<file path="src/rtl/clock_set_controller.sv">
// Timing and time-set controller for the 24-hour clock: derives the 1 Hz tick
// and decides when the external sec/min/hr counters step.
module clock_set_controller #(
    parameter int TICK_DIV   = 1000000,
    parameter int BLINK_DIV  = 250000,
    parameter int IDLE_TICKS = 30
) (
    input  logic       clk,
    input  logic       reset,
    input  logic       mode_btn,
    input  logic       inc_btn,
    input  logic       sec_tc,
    input  logic       min_tc,
    output logic       sec_inc,
    output logic       min_inc,
    output logic       hr_inc,
    output logic       tick,
    output logic [1:0] mode,
    output logic       blink
);

    localparam int IDLE_MAX = IDLE_TICKS * TICK_DIV;
    localparam int CW = $clog2(TICK_DIV);
    localparam int BW = $clog2(BLINK_DIV + 1);
    localparam int IW = $clog2(IDLE_MAX + 1);

    typedef enum logic [1:0] {
        RUN     = 2'd0,
        SET_HR  = 2'd1,
        SET_MIN = 2'd2,
        SET_SEC = 2'd3
    } state_t;

    state_t        state;
    logic [CW-1:0] cnt;
    logic [BW-1:0] blink_cnt;
    logic [IW-1:0] idle_cnt;
    logic          mode_q;
    logic          inc_q;
    logic          mode_rise;
    logic          inc_rise;
    logic          wrap;

    assign mode_rise = mode_btn & ~mode_q;
    assign inc_rise  = inc_btn & ~inc_q;
    assign wrap      = (cnt == CW'(TICK_DIV - 1));
    assign mode      = state;

    // History regs reset high so a button held through reset gives no edge.
    always_ff @(posedge clk or posedge reset) begin
        if (reset) begin
            state     <= RUN;
            cnt       <= '0;
            blink_cnt <= '0;
            idle_cnt  <= '0;
            mode_q    <= 1'b1;
            inc_q     <= 1'b1;
            sec_inc   <= 1'b0;
            min_inc   <= 1'b0;
            hr_inc    <= 1'b0;
            tick      <= 1'b0;
            blink     <= 1'b0;
        end else begin
            mode_q  <= mode_btn;
            inc_q   <= inc_btn;
            sec_inc <= 1'b0;
            min_inc <= 1'b0;
            hr_inc  <= 1'b0;
            tick    <= 1'b0;

            if (state == RUN) begin
                blink     <= 1'b0;
                blink_cnt <= '0;
                idle_cnt  <= '0;
                // The wrap strobes still go out when mode is pressed on the same edge.
                if (wrap) begin
                    cnt     <= '0;
                    tick    <= 1'b1;
                    sec_inc <= 1'b1;
                    min_inc <= sec_tc;
                    hr_inc  <= sec_tc & min_tc;
                end else begin
                    cnt <= cnt + CW'(1);
                end
                if (mode_rise) begin
                    state     <= SET_HR;
                    cnt       <= '0;
                    blink     <= 1'b1;
                    blink_cnt <= '0;
                end
            end else begin
                cnt <= '0;
                if (blink_cnt == BW'(BLINK_DIV - 1)) begin
                    blink_cnt <= '0;
                    blink     <= ~blink;
                end else begin
                    blink_cnt <= blink_cnt + BW'(1);
                end

                // Priority: mode press, then inc press, then inactivity timeout.
                if (mode_rise) begin
                    state     <= state_t'(state + 2'd1);
                    idle_cnt  <= '0;
                    blink_cnt <= '0;
                    blink     <= (state != SET_SEC);
                end else if (inc_rise) begin
                    idle_cnt <= '0;
                    case (state)
                        SET_HR:  hr_inc  <= 1'b1;
                        SET_MIN: min_inc <= 1'b1;
                        SET_SEC: sec_inc <= 1'b1;
                        default: ;
                    endcase
                end else if (idle_cnt == IW'(IDLE_MAX - 1)) begin
                    state     <= RUN;
                    idle_cnt  <= '0;
                    blink     <= 1'b0;
                    blink_cnt <= '0;
                end else begin
                    idle_cnt <= idle_cnt + IW'(1);
                end
            end
        end
    end

endmodule
</file>
<file path="config.mk">
export PLATFORM = sky130hd
export DESIGN_NAME = clock_set_controller
export DESIGN_NICKNAME = d
export VERILOG_FILES = /design/src/rtl/clock_set_controller.sv
export SDC_FILE = /design/constraint.sdc
export NUM_CORES = 1
export LEC_CHECK = 0
export CELL_PAD_IN_SITES_DETAIL_PLACEMENT = 1
export CELL_PAD_IN_SITES_GLOBAL_PLACEMENT = 2
export CORE_ASPECT_RATIO = 1.75
export CORE_MARGIN = 5
export CORE_UTILIZATION = 36
export CTS_CLUSTER_DIAMETER = 80
export CTS_CLUSTER_SIZE = 40
export DETAILED_ROUTE_END_ITERATION = 8
export GPL_TIMING_DRIVEN = 0
export HOLD_SLACK_MARGIN = 0.06
export PLACE_DENSITY = 0.78
export REMOVE_ABC_BUFFERS = 1
export SLEW_MARGIN = 20
export SYNTH_ARGS = -nofsm -noshare
export SYNTH_HDL_FRONTEND = slang
export SYNTH_SLANG_ARGS = --single-unit
</file>
<file path="constraint.sdc">
create_clock -name clk -period 2 [get_ports clk]
set_input_delay 0.2 -clock clk [delete_from_list [all_inputs] [get_ports clk]]
set_output_delay 0.2 -clock clk [all_outputs]
set_load 0.02 [all_outputs]
</file>
==> summary.txt <==
================================================================================
Outcome                                                             finished with violations
Violated checks                                                     negative setup slack
Drt initial violations                                                       106
Final worst-path setup slack                                           -18.19 ps
Dominant synthesized flop cell                                      sky130_fd_sc_hd__dfrtp_1
Post-route antenna net violation count                                         0
CTS tree                                                                   built
Share of the core filled with cells in the final layout                   46.34%
Gp weighted congestion                                                    0.7739
Highest Clock Rate                                                     495.5 MHz
Yosys cell types                                                              44
Diode count                                                                    0
Total power per unit cell area                                      888.1 nW/um^2
Largest net degree at the start of global routing                             55
Critical Path Slowest Stage Cell                                    sky130_fd_sc_hd__or4_4
Buffers and inverters on the worst path                                        0
Gate family responsible for the most delay along the worst path     simple AND/OR/NAND/NOR gates
Vertical extent of the die                                              143.3 um
Number of antenna violations at the first check in global routing              0
Half-perimeter wire length after detailed placement                      6073 um
RSZ-0062 raised after global routing                                        true
Maximum fanout along the worst path                                            5
Clk root buf                                                        sky130_fd_sc_hd__clkbuf_16
Crit path top cell by count                                         sky130_fd_sc_hd__or4_4
Fraction of layout cells with a size suffix above 1                       17.51%
Instance count on the critical path                                            5
Vias in the first global route                                             3,203
Vias per std cell                                                          5.583
Worst Reg2Reg Path Length in Cells                                             5
Synth cell count leaders                                            sky130_fd_sc_hd__dfrtp_1 (70), sky130_fd_sc_hd__nor2_1 (39), sky130_fd_sc_hd__xnor2_1 (29), sky130_fd_sc_hd__nor3_1 (25)
Avg Cell Area, Syn                                                   9.753 sq um
Reg-to-reg slack, setup                                                   -20 ps
Post-route minimum period                                                2018 ps
Ordered cell list for the critical path                             ha_4 -> nand4_4 -> or4_4 -> or4_4 -> a21oi_2
Die Span X                                                              86.19 um
Beginning of the worst register-to-register path                    idle_cnt[0]$_DFF_PP0_
Max-cap violations                                                             0
CP Data Arrival Time                                                     2280 ps
Count of mapped cells out of synthesis                                       375
Most numerous cell in the Yosys netlist                             sky130_fd_sc_hd__dfrtp_1
Count of endpoints failing setup in the final report                           3
Max-slew violation total from the final report                                 0
Share of synthesized flip-flops with an asynchronous set or reset         100.0%
Level count of the clock H-tree                                                3
First-pass GRT wire length                                             15,900 um
Starting density of the core                                              36.91%
Yosys top cell area share                                                 47.90%
Detailed-router iteration count before antenna repair                          4
Overall track demand over capacity in global routing                      16.46%
Number of clock sinks seen by CTS                                             72
Num rows                                                                      48
Kind of end point of the critical path                                  register
Overall overflow remaining after global route                                  0
Clock latency reported for the late side of the worst-skew pair           330 ps
Deepest clock path buffer count                                                2
Setup TNS Final                                                        -26.64 ps
Cell types occupying the most area after synthesis                  sky130_fd_sc_hd__dfrtp_1 (48%), sky130_fd_sc_hd__xnor2_1 (6.9%), sky130_fd_sc_hd__nor2_1 (4.0%)
Vias after detailed routing                                                3,026
DRC violation count after routing                                              0
Wire length per cell after detailed routing                             17.42 um
Summed instance area of the synthesized netlist                       3657 sq um
Worst relative slew slack                                                 65.86%
# nets final                                                                 425
Yosys top cell by area                                              sky130_fd_sc_hd__dfrtp_1
Critical Path Source Type                                               register
Yosys reg bits                                                                72
Sequential share of the synthesized area                                  49.33%
Worst-margin pin slew                                                   510.3 ps
Static power due to leakage                                          0.001720 uW
Placeable core area                                                   9910 sq um
Worst setup path category                                             reg -> reg
Number of enable-type register cells in the synthesized netlist                0
Share of the clock period used by the worst path after layout             100.9%
I/O pin count                                                                 13
Clk pin slew, worst setup/hold paths                                       60 ps
Area growth from synthesis to layout                                      25.56%
Max stage delay on crit path                                              590 ps
Overall power consumption                                                4078 uW
Clock Skew                                                              5.692 ps
Worst voltage drop across the vdd grid                                 0.5774 mV
# port buffers                                                                12
Class of the tightest hold or removal check                          in -> async
Total clock buffers created by CTS                                             9
Total detailed-routing wirelength                                        9444 um
Required time of the critical path                                       2260 ps
Area of the die                                                     12,350 sq um
Number of hold violations in the final report                                  0
Capturing point of the worst reg2reg path                           idle_cnt[24]$_DFF_PP0_
Number of warning messages in the yosys log                                    0
================================================================================
==> worst register-to-register path, delay by kind of cell (launching register included) <==
kind / cells / cell delay [ps]
AOI/OAI and AO/OA: 1 / 120
adders and majority gates: 1 / 180
DFF: 1 / 420
and+or+nand+nor: 3 / 1220
==> placed cells by master (no fill, tap or decap), drive strengths merged, types with 15 or more instances in the layout <==
cell type	count
nand3	23
xnor2	29
nor3	25
nand2	23
a21oi	15
or3	15
nor2	39
inv	16
dfrtp	70
buf	22
==> per-stage QoR <==
stage          setup WS [ps]  hold WS, ps  instances  cell area (sq um)
3_3_place_gp           -1357        478.0        503               3892
3_5_place_dp          -847.1        484.9        504               3923
6_report              -18.19        164.5        542               4592
5_1_grt               -90.15        177.7        542               4592
2_1_floorplan         -271.7        204.5        366               3616
4_1_cts                1.401        156.3        532               4425
==> final cells by class <==
class / count / area [sq um]
Fill cell: 1098 / 5318
Sequential cell: 72 / 1810
Tap cell: 125 / 156.4
Clock buffer: 9 / 225.2
Multi-Input combinational cell: 279 / 1916
Clock inverter: 7 / 62.56
Inverter: 16 / 62.56
Timing Repair Buffer: 34 / 359.1
==> where the power goes <==
part | total, uW | internal [uW] | switching (uW)
clock network | 1570 | 953 | 614
registers | 1700 | 1560 | 137
logic | 814 | 347 | 467
total | 4080 | 2860 | 1220
==> how the worst max path moves through the flow <==
stage | slack (ps) | from | endpoint
finish | -20 | idle_cnt[0]$_DFF_PP0_ | idle_cnt[24]$_DFF_PP0_
global route | -90 | idle_cnt[0]$_DFF_PP0_ | idle_cnt[24]$_DFF_PP0_
CTS | 1 | idle_cnt[10]$_DFF_PP0_ | idle_cnt[24]$_DFF_PP0_
detailed placement | -850 | idle_cnt[0]$_DFF_PP0_ | idle_cnt[13]$_DFF_PP0_
global placement | -1360 | reset | cnt[16]$_DFF_PP0_
floorplan | -270 | idle_cnt[0]$_DFF_PP0_ | idle_cnt[10]$_DFF_PP0_
==> registers in the layout (all words and copies together), names as in the netlist <==
| name | count |
|---|---|
| idle_cnt | 25 |
| cnt | 20 |
| blink_cnt | 18 |
| mode | 2 |
| blink | 1 |
| hr_inc | 1 |
| inc_q | 1 |
| min_inc | 1 |
| mode_q | 1 |
| sec_inc | 1 |
| tick | 1 |
==> cells by family (layout without fill, tap and decap cells) <==
group,count (synthesis),count (layout),share of synthesized area (%)
buffers and inverters,25,66,2.771
xor gates and xnor gates,39,39,9.340
and+or+nand+nor,183,183,27.20
AOI/OAI and AO/OA,49,50,8.964
adders and majority gates,7,7,2.395
DFF,72,72,49.33
==> routing by layer <==
layer	global-route usage (%)	up-vias	part of all wire, %
li1	-	1439	-
met1	18.68	1542	41
met2	29.65	29	55
met3	4.532	16	2.6
met4	5.172	0	2.0
met5	0	-	0
==> what timing repair did <==
item / in CTS / in global routing
gates resized for setup: 16 / 18
pin swaps: 8 / 11
gates cloned: 1 / 0
buffers inserted: 11 / 10
setup endpoints to repair: 68 / 54
hold buffers: 0 / 0
Power figures use the tool's default switching activity.
